`src/rtl/vram_arb_pkg.sv`:
```
// Shared types for the video RAM port-A arbiter: FSM state encoding and
// the grant identifiers used for the CPU and the loader.
package vram_arb_pkg;

    typedef enum logic [1:0] {
        ST_IDLE    = 2'd0,
        ST_ISSUE   = 2'd1,
        ST_CAPTURE = 2'd2
    } state_e;

    localparam logic GNT_CPU = 1'b0;
    localparam logic GNT_LDR = 1'b1;

endpackage

```
`src/rtl/vram_arbiter.sv`:
```
// Arbitrates video RAM port A between the Z80 CPU and the ROM/disk loader.
// Each access is a fixed three-cycle req/ack; simultaneous requests alternate.
module vram_arbiter
    import vram_arb_pkg::*;
#(
    parameter int DATA_WIDTH    = 8,
    parameter int ADDRESS_WIDTH = 14
) (
    input  logic                     clk,
    input  logic                     reset,

    input  logic                     cpu_req,
    input  logic                     cpu_we,
    input  logic [ADDRESS_WIDTH-1:0] cpu_addr,
    input  logic [DATA_WIDTH-1:0]    cpu_din,
    output logic                     cpu_ack,
    output logic [DATA_WIDTH-1:0]    cpu_dout,

    input  logic                     ldr_req,
    input  logic                     ldr_we,
    input  logic [ADDRESS_WIDTH-1:0] ldr_addr,
    input  logic [DATA_WIDTH-1:0]    ldr_din,
    output logic                     ldr_ack,
    output logic [DATA_WIDTH-1:0]    ldr_dout,

    output logic                     ram_we,
    output logic [ADDRESS_WIDTH-1:0] ram_addr,
    output logic [DATA_WIDTH-1:0]    ram_din,
    input  logic [DATA_WIDTH-1:0]    ram_dout
);

    state_e                   state_q, state_d;
    logic                     grant_q, grant_d;
    logic                     last_grant_q, last_grant_d;
    logic                     ram_we_q, ram_we_d;
    logic [ADDRESS_WIDTH-1:0] ram_addr_q, ram_addr_d;
    logic [DATA_WIDTH-1:0]    ram_din_q, ram_din_d;
    logic                     cpu_ack_q, cpu_ack_d;
    logic                     ldr_ack_q, ldr_ack_d;
    logic [DATA_WIDTH-1:0]    cpu_dout_q, cpu_dout_d;
    logic [DATA_WIDTH-1:0]    ldr_dout_q, ldr_dout_d;

    logic                     cpu_elig;
    logic                     ldr_elig;
    logic                     pick;

    always_comb begin
        state_d      = state_q;
        grant_d      = grant_q;
        last_grant_d = last_grant_q;
        ram_we_d     = ram_we_q;
        ram_addr_d   = ram_addr_q;
        ram_din_d    = ram_din_q;
        cpu_dout_d   = cpu_dout_q;
        ldr_dout_d   = ldr_dout_q;
        cpu_ack_d    = 1'b0;
        ldr_ack_d    = 1'b0;

        // A requester seeing its ack this cycle is finishing, not re-requesting yet.
        cpu_elig = cpu_req & ~cpu_ack_q;
        ldr_elig = ldr_req & ~ldr_ack_q;

        if (cpu_elig && ldr_elig) begin
            pick = (last_grant_q == GNT_CPU) ? GNT_LDR : GNT_CPU;
        end else if (ldr_elig) begin
            pick = GNT_LDR;
        end else begin
            pick = GNT_CPU;
        end

        case (state_q)
            ST_IDLE: begin
                if (cpu_elig || ldr_elig) begin
                    grant_d      = pick;
                    last_grant_d = pick;
                    if (pick == GNT_LDR) begin
                        ram_we_d   = ldr_we;
                        ram_addr_d = ldr_addr;
                        ram_din_d  = ldr_din;
                    end else begin
                        ram_we_d   = cpu_we;
                        ram_addr_d = cpu_addr;
                        ram_din_d  = cpu_din;
                    end
                    state_d = ST_ISSUE;
                end
            end
            ST_ISSUE: begin
                ram_we_d = 1'b0;
                state_d  = ST_CAPTURE;
            end
            ST_CAPTURE: begin
                // ram_dout now reflects the access; on writes it is the old word.
                if (grant_q == GNT_LDR) begin
                    ldr_ack_d  = 1'b1;
                    ldr_dout_d = ram_dout;
                end else begin
                    cpu_ack_d  = 1'b1;
                    cpu_dout_d = ram_dout;
                end
                state_d = ST_IDLE;
            end
            default: begin
                ram_we_d = 1'b0;
                state_d  = ST_IDLE;
            end
        endcase
    end

    always_ff @(posedge clk) begin
        if (reset) begin
            state_q      <= ST_IDLE;
            grant_q      <= GNT_CPU;
            last_grant_q <= GNT_LDR;
            ram_we_q     <= 1'b0;
            ram_addr_q   <= '0;
            ram_din_q    <= '0;
            cpu_ack_q    <= 1'b0;
            ldr_ack_q    <= 1'b0;
            cpu_dout_q   <= '0;
            ldr_dout_q   <= '0;
        end else begin
            state_q      <= state_d;
            grant_q      <= grant_d;
            last_grant_q <= last_grant_d;
            ram_we_q     <= ram_we_d;
            ram_addr_q   <= ram_addr_d;
            ram_din_q    <= ram_din_d;
            cpu_ack_q    <= cpu_ack_d;
            ldr_ack_q    <= ldr_ack_d;
            cpu_dout_q   <= cpu_dout_d;
            ldr_dout_q   <= ldr_dout_d;
        end
    end

    assign ram_we   = ram_we_q;
    assign ram_addr = ram_addr_q;
    assign ram_din  = ram_din_q;
    assign cpu_ack  = cpu_ack_q;
    assign ldr_ack  = ldr_ack_q;
    assign cpu_dout = cpu_dout_q;
    assign ldr_dout = ldr_dout_q;

endmodule
```
`config.mk`:
```
export PLATFORM = sky130hd
export DESIGN_NAME = vram_arbiter
export DESIGN_NICKNAME = d
export VERILOG_FILES = /design/src/rtl/vram_arb_pkg.sv /design/src/rtl/vram_arbiter.sv
export SDC_FILE = /design/constraint.sdc
export NUM_CORES = 1
export LEC_CHECK = 0
export BUFFER_PORTS_ARGS = -buffer_cell sky130_fd_sc_hd__buf_2
export CAP_MARGIN = 20
export CORE_MARGIN = 3
export CORE_UTILIZATION = 51
export CTS_BUF_LIST = sky130_fd_sc_hd__clkbuf_2 sky130_fd_sc_hd__clkbuf_4 sky130_fd_sc_hd__clkbuf_8
export DETAILED_ROUTE_END_ITERATION = 8
export PLACE_DENSITY = 0.87
export SYNTH_ARGS = -nofsm -noshare
export SYNTH_HDL_FRONTEND = slang
export SYNTH_SLANG_ARGS = --single-unit
```
`constraint.sdc`:
```
create_clock -name clk -period 3.45 [get_ports clk]
set_input_delay 0.345 -clock clk [delete_from_list [all_inputs] [get_ports clk]]
set_output_delay 0.345 -clock clk [all_outputs]
set_load 0.01 [all_outputs]
```
==> summary.txt <==
Pwr
  • PD cells: roughly 490 nW/um2
  • Max VDD drop: 375 uV
  • Pint: ~0.90 mW
  • NetSw: 0.368 mW
  • Switching share of total power: 29.0%
  • Sequential Power Share: 46.0%
  • Leakage: 1.26 nW
  • Comb pwr share: a little under a quarter
  • Clock group share of total power: a little under a third

Routing
  • Initial DRT Pass Iterations: 4
  • WL final: just under 5000 um
  • DRC marker count from the first detailed-route iteration: 116
  • DRC Markers: 0
  • Wire per inst: 14.2 um
  • Vias: 1773
  • Post-route ant nets: 0
  • Vias per cell: about 5.2

Setup path
  • Worst-path maximum fanout: 23
  • Setup crit end kind: flop
  • Critical Path Source Type: flop
  • CP Data Required Time: approximately 3.7 ns
  • Setup CP Type: flop to flop
  • Arr. time, crit path: ~2.0 ns

Global routing
  • Overall Global Routing Usage: 21.0%
  • Global-route wire length before repair: around 7400 um
  • Largest net degree at the start of global routing: 46
  • Vias in the first global route: 1602
  • Gr ovfl total: 0
  • Initial antenna violation count: 0

Finish
  • Finished Layout Cells: 344
  • Fraction of layout cells with a size suffix above 1: between 50 and 60%
  • Fillers: 305
  • Antenna cells: 0
  • Final Cell Area: about 2600 um2
  • Final nets: 353
  • Area Growth Syn to Fin: 29.1%

Die
  • Row count: 22
  • Placeable Area: 3740 um2
  • DIE AREA: 4750 um2
  • Ports: 99
  • Die height: 68.9 um
  • Die X: around 69 um
  • Starting density of the core: a little over half

Clocking
  • Post-CTS Setup Inserts: 0
  • Clock latency on the worst-skew pair: 0.29 ns
  • CTS sink cnt: 45
  • Root Driver: clkbuf_8
  • PostCTS Resize Cnt: 0
  • Max Root-Sink Buffers: 2
  • Hold_buf cts: 0
  • Worst-path clk slew: roughly 0.09 ns
  • H-tree Lvls: 2
  • CTS tree: done
  • CTS Buf Count: 5

Yosys
  • Register area share after synthesis: 44.6%
  • Synthesized flop and latch total: 45
  • Syn_area_per_cell: 9.86 um2
  • Post-synth ARST share: 0%
  • Cells after Synth: 205
  • Mapped Area: 2020 um2
  • Synth warn: 0
  • Largest area contributor in the netlist: dfxtp_1
  • EDFF count, synth: 0
  • Top-area cell type share of the netlist area: 44.6%
  • Top cells by area, synth: dfxtp_1, a211oi_2, a21oi_2, mux2i_1, nor2_1
  • Synth unique cells: 23
  • Syn Nets: 263
  • Main synth FF type: dfxtp_1

Timing
  • Worst Max-Slew Pin Slew: roughly 1.0 ns
  • Pins Over Slew Limit: 0
  • Setup TNS: 0 ns
  • Skew final: 0.00612 ns
  • Unrepaired setup endpoints after global routing: no
  • Final period util: around half
  • Tmin final: 1.78 ns
  • Final setup fails: 0
  • Final Hold Vio Count: 0
  • Peak Freq: between 500 and 600 MHz
  • Max_slew headroom: 32.2%

Placement
  • IO buf count: 98
  • Inst Count DP: between 300 and 400
  • Post-DP HPWL: 3510 um
  • Placer Congestion: just under 0.8
  • Cell Area, Placed: 2490 um2

Run
  • Number of max-cap violations: 0

Status
  • Status: complete, no violations

Hold path
  • Hold crit path type: input pin to flop
-- cell usage in the layout (no fill, tap or decap), drive strengths merged, types with 2 or more instances in the layout --
cell type / synthesis / routed
nand3b: 2 / 2
nor3b: 2 / 2
clkbuf: 7 / 5
a21oi: 25 / 25
buf: 10 / 100
nor2: 41 / 41
nand2b: 2 / 2
nand2: 25 / 25
a211oi: 23 / 23
dfxtp: 45 / 45
mux2i: 17 / 17
-- stage by stage --
step | utilization (%) | worst slack (ns) | hold WS (ns) | total power, mW
2_1_floorplan | - | 2.07 | 0.450 | 0.794
3_5_place_dp | 66.6 | 1.58 | 0.476 | 0.890
5_1_grt | 69.7 | 1.49 | 0.288 | 1.33
4_1_cts | 69.7 | 1.64 | 0.286 | 1.29
3_3_place_gp | 65.9 | 1.53 | 0.463 | 0.872
6_report | 69.7 | 1.67 | 0.298 | 1.27
-- power groups by stage --
stage / Clock, mW / Combinational [mW] / Sequential [mW]
6_report: 0.397 / 0.290 / 0.585
5_1_grt: 0.424 / 0.319 / 0.589
4_1_cts: 0.409 / 0.293 / 0.585
3_5_place_dp: 0 / 0.293 / 0.597
3_3_place_gp: 0 / 0.276 / 0.596
2_1_floorplan: 0 / 0.180 / 0.614
-- worst paths after layout --
check                                 start     endpoint  slack, ns  depth (start not counted)
worst min register to register      grant_q      grant_q       0.49                          2
worst max register to register      cpu_ack  ram_addr[5]       1.67                          4
worst min-delay path            ram_dout[5]  ldr_dout[5]       0.30                          3
worst max-delay path                cpu_ack  ram_addr[5]       1.67                          4
-- worst max-delay path: stages, from the launching register on --
cell and delay [ns]:
dfxtp_1 0.33, nand2b_4 0.16, a211oi_4 0.82, nor2_1 0.14, a211oi_2 0.23
-- per-layer routing --
metal,global-route usage (%),vias to the layer above,wire length (um)
met5,0,-,0
met1,25.6,811,2020
met4,7.54,0,84
met2,34.5,72,2360
li1,-,882,-
met3,6.97,8,411
-- area by class of cell --
| type | count | area [um2] | area share [%] |
|---|---|---|---|
| tap | 48 | 60.1 | 2.30 |
| timing repair buffer | 100 | 526 | 20.1 |
| sequential | 45 | 901 | 34.5 |
| clock buffer | 5 | 68.8 | 2.64 |
| multi-input combinational | 143 | 1010 | 38.6 |
| clock inverter | 3 | 46.3 | 1.77 |
-- registers in the layout, indices dropped and copies added, names as in the netlist --
register,cells
last_grant_q,1
cpu_ack,1
ram_din,8
ldr_dout,8
ram_we,1
ram_addr,14
cpu_dout,8
grant_q,1
state_q,2
ldr_ack,1
-- synthesized netlist by cell type, types with 3 or more instances --
cell,count
dfxtp_1,45
nor2_1,41
nand2_1,24
a21oi_2,20
a211oi_2,19
mux2i_1,17
clkbuf_1,7
a21oi_1,5
buf_6,5
buf_4,4
a211oi_1,3
-- cell families (layout without fill, tap and decap cells) --
family | count (synthesis) | after routing | share of synthesized area [%]
DFF | 45 | 45 | 44.6
AOI/OAI and AO/OA | 51 | 51 | 25.0
muxes | 17 | 17 | 8.42
buffers and inverters | 17 | 108 | 5.82
and+or+nand+nor | 75 | 75 | 16.2
Note: power is estimated with default switching activity, not from simulation.
